### src/rtl/line_reader_pkg.sv
// Shared types and helpers for the line reader: FSM state encoding,
// read-latency bounds and the word-index width helper.
package line_reader_pkg;

    typedef enum logic [1:0] {
        IDLE  = 2'd0,
        ISSUE = 2'd1,
        DRAIN = 2'd2,
        HOLD  = 2'd3
    } state_e;

    localparam int READ_LAT_MIN = 1;
    localparam int READ_LAT_MAX = 4;

    // Number of address bits that select a word inside a line.
    function automatic int log2_words(input int words);
        int r;
        r = 0;
        for (int i = 0; i < 31; i++) begin
            if ((1 << i) < words) r = i + 1;
        end
        return r;
    endfunction

endpackage

### src/rtl/line_reader_tag_pipe.sv
// Valid/index tag shift register that tracks reads in flight to the memory,
// so returning data can be steered into the right word of the line.
module read_tag_pipe
    import line_reader_pkg::*;
#(
    parameter int DEPTH = 1,
    parameter int IDX_W = 2
) (
    input  logic             clk,
    input  logic             rst,
    input  logic             in_vld_i,
    input  logic [IDX_W-1:0] in_idx_i,
    output logic             out_vld_o,
    output logic [IDX_W-1:0] out_idx_o,
    output logic             empty_o
);

    logic [DEPTH-1:0]            vld_q;
    logic [DEPTH-1:0][IDX_W-1:0] idx_q;

    always_ff @(posedge clk or posedge rst) begin
        if (rst) begin
            vld_q <= '0;
            idx_q <= '0;
        end else begin
            vld_q[0] <= in_vld_i;
            idx_q[0] <= in_idx_i;
            for (int j = 1; j < DEPTH; j++) begin
                vld_q[j] <= vld_q[j-1];
                idx_q[j] <= idx_q[j-1];
            end
        end
    end

    assign out_vld_o = vld_q[DEPTH-1];
    assign out_idx_o = idx_q[DEPTH-1];

    // High when no valid tag will remain after this edge; the tag leaving
    // the last stage is consumed on that same edge.
    always_comb begin
        empty_o = !in_vld_i;
        for (int j = 0; j < DEPTH - 1; j++) begin
            if (vld_q[j]) empty_o = 1'b0;
        end
    end

endmodule

### src/rtl/line_reader.sv
// Reads one memory line, critical word first with wrap inside the line,
// and holds the assembled line until the consumer takes it.
module line_reader
    import line_reader_pkg::*;
#(
    parameter int ADDR_W   = 16,
    parameter int DATA_W   = 8,
    parameter int WORDS    = 4,
    parameter int READ_LAT = 1
) (
    input  logic                    clk,
    input  logic                    rst,
    input  logic                    req_valid,
    input  logic [ADDR_W-1:0]       req_addr,
    output logic                    req_ready,
    output logic [ADDR_W-1:0]       mem_address,
    input  logic [DATA_W-1:0]       mem_data,
    output logic                    rsp_valid,
    output logic [WORDS*DATA_W-1:0] rsp_line,
    input  logic                    rsp_ready
);

    localparam int IDX_W  = log2_words(WORDS);
    localparam int BASE_W = ADDR_W - IDX_W;

    if (READ_LAT < READ_LAT_MIN || READ_LAT > READ_LAT_MAX) begin : g_bad_lat
        $error("line_reader: READ_LAT out of range");
    end
    if (WORDS < 2 || (1 << IDX_W) != WORDS) begin : g_bad_words
        $error("line_reader: WORDS must be a power of two >= 2");
    end

    state_e                        state_q, state_d;
    logic [BASE_W-1:0]             base_q, base_d;
    logic [IDX_W-1:0]              idx0_q, idx0_d;
    logic [IDX_W-1:0]              k_q, k_d;
    logic [ADDR_W-1:0]             addr_q, addr_d;
    logic                          iss_vld_q, iss_vld_d;
    logic [IDX_W-1:0]              iss_idx_q, iss_idx_d;
    logic [WORDS-1:0][DATA_W-1:0]  line_q;

    logic [IDX_W-1:0] cur_idx;
    logic             wr_vld;
    logic [IDX_W-1:0] wr_idx;
    logic             pipe_empty;

    // The issue tag register sits alongside mem_address, so the pipe behind
    // it only has to cover the device latency.
    read_tag_pipe #(
        .DEPTH (READ_LAT),
        .IDX_W (IDX_W)
    ) u_tag_pipe (
        .clk       (clk),
        .rst       (rst),
        .in_vld_i  (iss_vld_q),
        .in_idx_i  (iss_idx_q),
        .out_vld_o (wr_vld),
        .out_idx_o (wr_idx),
        .empty_o   (pipe_empty)
    );

    assign cur_idx = idx0_q + k_q;

    always_comb begin
        state_d   = state_q;
        base_d    = base_q;
        idx0_d    = idx0_q;
        k_d       = k_q;
        addr_d    = addr_q;
        iss_vld_d = 1'b0;
        iss_idx_d = iss_idx_q;
        unique case (state_q)
            IDLE: begin
                // The critical word goes out on the accepting edge itself.
                if (req_valid) begin
                    base_d    = req_addr[ADDR_W-1:IDX_W];
                    idx0_d    = req_addr[IDX_W-1:0];
                    k_d       = IDX_W'(1);
                    addr_d    = req_addr;
                    iss_vld_d = 1'b1;
                    iss_idx_d = req_addr[IDX_W-1:0];
                    state_d   = ISSUE;
                end
            end
            ISSUE: begin
                addr_d    = {base_q, cur_idx};
                iss_vld_d = 1'b1;
                iss_idx_d = cur_idx;
                k_d       = k_q + IDX_W'(1);
                if (k_q == IDX_W'(WORDS - 1)) state_d = DRAIN;
            end
            DRAIN: begin
                if (pipe_empty) state_d = HOLD;
            end
            HOLD: begin
                if (rsp_ready) state_d = IDLE;
            end
            default: state_d = IDLE;
        endcase
    end

    always_ff @(posedge clk or posedge rst) begin
        if (rst) begin
            state_q   <= IDLE;
            base_q    <= '0;
            idx0_q    <= '0;
            k_q       <= '0;
            addr_q    <= '0;
            iss_vld_q <= 1'b0;
            iss_idx_q <= '0;
        end else begin
            state_q   <= state_d;
            base_q    <= base_d;
            idx0_q    <= idx0_d;
            k_q       <= k_d;
            addr_q    <= addr_d;
            iss_vld_q <= iss_vld_d;
            iss_idx_q <= iss_idx_d;
        end
    end

    always_ff @(posedge clk or posedge rst) begin
        if (rst) begin
            line_q <= '0;
        end else if (wr_vld) begin
            line_q[wr_idx] <= mem_data;
        end
    end

    assign req_ready   = (state_q == IDLE);
    assign rsp_valid   = (state_q == HOLD);
    assign mem_address = addr_q;
    assign rsp_line    = line_q;

endmodule
### config.mk
export PLATFORM = sky130hd
export DESIGN_NAME = line_reader
export DESIGN_NICKNAME = d
export VERILOG_FILES = /design/src/rtl/line_reader_pkg.sv /design/src/rtl/line_reader_tag_pipe.sv /design/src/rtl/line_reader.sv
export SDC_FILE = /design/constraint.sdc
export NUM_CORES = 1
export LEC_CHECK = 0
export CAP_MARGIN = 20
export CORE_MARGIN = 10
export CORE_UTILIZATION = 48
export CTS_CLUSTER_SIZE = 24
export DETAILED_ROUTE_END_ITERATION = 12
export PLACE_DENSITY_LB_ADDON = 0.12
export SYNTH_ARGS = -nofsm -noshare
export SYNTH_HDL_FRONTEND = slang
export SYNTH_SLANG_ARGS = --single-unit
### constraint.sdc
create_clock -name clk -period 2.49 [get_ports clk]
set_input_delay 0.498 -clock clk [delete_from_list [all_inputs] [get_ports clk]]
set_output_delay 0.498 -clock clk [all_outputs]
set_load 0.02 [all_outputs]
# Word level (Yosys, flattened, before mapping)
# Cells that the tools add are included.
# word_totals
inputBits	28
out_inout_bits	50
elab_cells	46
ff_bits	74
# op_classes
eq_ne	8
add_sub_neg	2
n_reduce_logical	6
order_cmp	2
muxes	15
# op_table
op	n
bitwise mux 32 bit	1
one-hot mux 16 bit (2 select lines)	1
demux 8 bit (select 2 bit)	1
two-way mux 16 bit	1
two-way mux 2 bit	5
two-way mux 8 bit	1
one-hot mux 2 bit (2 select lines)	2
one-hot mux 2 bit (4 select lines)	1
== test 2 bit (second input constant)	3
inequality test 2 bit (second input constant)	3
AND reduction 2 bit	2
AND reduction 4 bit	1
< comparator 2 x 3 -> 1 bit (second input constant)	1
adder 2 x 1 -> 2 bit (second input constant)	1
adder 2 bit	1
== test 2 x 1 -> 1 bit (second input constant)	1
greater-or-equal comparator 2 x 1 -> 1 bit (second input constant)	1
zero test 2 bit	1
inequality test 2 x 1 -> 1 bit (second input constant)	1
one-hot mux 1 bit (2 select lines)	1
nonzero test 2 bit	1
logical AND 1 bit	1
two-way mux 1 bit	1

# Logic depth before layout (Yosys ltp)
# logic_depth
depth_word	5
ltp_mapped	7
depth_no_buf	5

# Modules after synthesis
# Synthesis repeated with hierarchy kept, for this count alone.
# unflattened
cells_unflattened	205
hier_area_um2	2962.8
# by_module_without_submodules
mod	n_inst	seq_area_each_um2	area_per_inst_um2	cells_each
line_reader	1	1726.7	2880.3	200
read_tag_pipe	1	75.1	82.6	5

# Worst setup path after synthesis
# Ideal clock, no wire load.
# synth_path
path_kind	flip-flop to flip-flop
start	reg state_q[0]
end	reg addr_q[1] (netlist: mem_address[1])
n_path_buf	0
t_required_ps	2365
arrival_ps	1598
stages_incl_launch_ff	5
path_slack_ps	767
synth_period_minus_slack_ps	1723
setup_time_ps	125
cell_sequence	dfrtp_1 inv_1 ha_1 mux2i_1 mux2_2
# synth_between
elab_chain_cells	3
word_cells_on_any_way	6
cone_classes	eq/ne (2); mux (1); reduce/logical (3)
# synth_rtl
item	line_no	rtl
start, declared	line_reader.sv:33	state_e state_q, state_d;
start signal, assigned	line_reader.sv:112	state_q <= state_d;
zero test 2 bit *	-	
named net req_ready	line_reader.sv:15	output logic req_ready,
inequality test 2 bit (no source line) or nonzero test 2 bit (tied branches)	-	
AND reduction 2 bit (no source line)	-	
end signal, assigned	line_reader.sv:116	addr_q <= addr_d;
end, declared	line_reader.sv:37	logic [ADDR_W-1:0] addr_q, addr_d;
# The timed path passes the listed nets; every way through them passes the cells marked *.
# A chain may end at the register's enable or synchronous reset.

# Final worst setup path
# layout_path
start	reg state_q[0]
end	out req_ready
# layout_between
elab_chain_cells	1
# layout_rtl
item	line_no	rtl
zero test 2 bit	line_reader.sv:130	assign req_ready = (state_q == IDLE);
end, declared	line_reader.sv:15	
# No other way between the ends.

==> results.txt <==
outcome = finished, final reports clean
Critical Path RT = 1.99 ns
final core occ = 0.682
Worst Setup End Kind = output pin
top cells by area, synth = dfrtp_1, mux2_2, mux2i_1
setup violators final = 0
cts hold-fix bufs = 0
Die Ht = 98.3 um
CTS tree = done
yosys warns = 0
ant diodes = 0
largest family of logic cells by synthesized area = multiplexers
Post-Synthesis Cells = 203
startpoint types = flip-flop
vias = 1888
first-pass GRT wire length = 10500 um
Final Hold Vio Count = 0
met3 wire length = 493 um
initial antenna violation count = 0
Setup CP Type = reg2out
Adder-Cell Fraction of Synth Area = 0.0297
share of cells above drive strength 1 = 0.256
Synth Cell Area = 2940 um2
Pwr per Cell Area = 1430 nW/um2
Worst-Skew Late Latency = 0.33 ns
design area = 4040 um2
Tot GR Track Use = 0.133
dpl hpwl = 4680 um
crit path DAT = 1.83 ns
H-tree levels = 3
ys flop type = dfrtp_1
chip width = 98.3 um
drt total wl = 6150 um
Mapped Nets = 238
leakage = 1.74 nW
vias in the first global route = 2049
drt pass-1 iters = 4
Mean Syn Cell Area = 14.5 um2
setup bufs post-CTS = 0
Area after DPL = 3840 um2
post-cts resize count = 0
Slew headroom = 0.665
proportion of synthesized area in mux cells = 0.249
asr flop ratio synth = 1.00
cell row count = 28
Seq/Total Area, Yosys = 0.612
area delta synth->final = 37.2%
CP max FO = 6
synthesized-area fraction occupied by xor and xnor cells = 0.00807
Via density = 5.08
CTS clock-pin slew for the worst setup and hold paths = 0.07 ns
Routed Antenna Nets = 0
Final min period = 2.33 ns
die area = 9670 um2
cell taking the most area after synthesis = dfrtp_1
Worst Skew = 0.00786 ns
share of Yosys cell area claimed by the top area cell type = 0.612
pin count of the biggest net entering global routing = 23
Tcrit/Tclk final = 0.936
Ports = 78
grt total ovfl = 0
Final Net Count = 327
DR iter-0 viols = 15
drt drc = 0
number of I/O port buffers = 77
GPL Wtd Cong = 0.737
Avg WL per Cell = 16.5 um
final setup TNS = 0 ns
core area = 5920 um2
met2 WL = 2890 um
Initial Util = 0.497
Post-Synth Simple-Gate Area = 0.0489
Hold Path Class = reg2reg
Post-Route M1 WL = 2690 um
max-cap viol count = 0
top-count cell post-synth = dfrtp_1
Post-synth top cells = dfrtp_1, mux2_2, nand2_1
Distinct cells, synth = 22
RSZ-0062 raised after global routing = false
CTS Buffer Depth = 2
Max Used Layer = met4
worst vdd ir = 0.729 mV
fmax = 429 MHz
Yosys reg bits = 72
number of synthesized flops with an enable pin = 0
CTS root buf = clkbuf_8
Slew Limit Fails = 0
compound-gate portion of the synthesized area = 0.0357
number of buffers created by CTS = 9
Clock Sinks = 72
Slew @ Worst Pin = 0.500 ns
==> metal layers <==
layer | track usage | up-vias
met5 | 0 | -
met4 | 0.0485 | 0
met3 | 0.0564 | 7
met2 | 0.206 | 57
met1 | 0.162 | 933
li1 | - | 891
==> logic make-up (layout without fill, tap and decap cells) <==
family | count (synthesis) | in the layout
AO/OA/AOI/OAI | 19 | 19
XOR/XNOR | 1 | 1
adder cells (fa/ha/maj) | 7 | 7
buffers and inverters | 9 | 103
flip-flops | 72 | 72
multiplexers | 67 | 67
AND/OR/NAND/NOR | 28 | 28
==> critical path: stages, from the launching register on <==
cell             delay (ns)
dfrtp_1                0.42
inv_1                  0.11
ha_1                   0.31
clkdlybuf4s50_1        0.66
==> power breakdown <==
group / total, W / internal [W] / switching [W]
sequential: 0.00209 / 0.00177 / 0.000327
clock: 0.000917 / 0.000515 / 0.000402
combinational: 0.00277 / 0.00147 / 0.00130
total: 0.00578 / 0.00375 / 0.00203
==> sequential cells by signal (all words and copies together) (netlist names) <==
register	count
iss_vld_q	1
u_tag_pipe.out_idx_o	2
mem_address	16
state_q	2
u_tag_pipe.out_vld_o	1
rsp_line	32
k_q	2
idx0_q	2
base_q	14
==> per-stage QoR <==
| step | instances | hold WS [ns] | setup WS (ns) | power [W] |
|---|---|---|---|---|
| after CTS | 372 | 0.399 | 0.133 | 0.00587 |
| after floorplan | 203 | 0.354 | 0.167 | 0.00372 |
| after global routing | 372 | 0.417 | 0.0512 | 0.00618 |
| final | 372 | 0.396 | 0.160 | 0.00578 |
| after detailed placement | 356 | 0.381 | 0.511 | 0.00494 |
| after global placement | 356 | 0.376 | 0.555 | 0.00485 |
==> cell type report <==
class / instances / area, um2
well taps: 75 / 93.8
inverters: 3 / 11.3
flip-flops and latches: 72 / 1800
clock inverters: 3 / 40.0
repair buffers: 84 / 836
clock buffers: 13 / 159
multi-input cells: 122 / 1100
fillers: 458 / 1880
==> path summary, 6_finish.rpt <==
| kind | from | to | slack [ns] | depth (start not counted) |
|---|---|---|---|---|
| min in group asynchronous | rst | rsp_line[25] | 0.48 | 2 |
| worst min-delay path | iss_vld_q | u_tag_pipe.out_vld_o | 0.40 | 0 |
| worst max register to register | state_q[0] | mem_address[1] | 0.72 | 5 |
| worst max-delay path | state_q[0] | req_ready | 0.16 | 3 |
| worst min register to register | iss_vld_q | u_tag_pipe.out_vld_o | 0.40 | 0 |
| max in group asynchronous | rst | u_tag_pipe.out_idx_o[0] | 1.42 | 3 |
==> placed cells by master (no fill, tap or decap) <==
master and count:
clkdlybuf4s50_1 77, dfrtp_1 72, mux2_2 51, nand2_1 17, o21ai_0 16, mux2i_1 15
clkbuf_8 11, ha_1 7, buf_4 6, nand2b_1 3, nand3b_1 2, inv_1 2
clkinv_2 2, clkbuf_1 2, mux2i_2 1, nor2b_1 1, a31oi_1 1, nand2_2 1
nand3_1 1, inv_2 1, nor3b_4 1, nor2_1 1, nand4_1 1, a32oi_1 1
xor3_1 1, a32o_1 1, bufinv_16 1, buf_12 1
(Power assumes the default switching activity.)
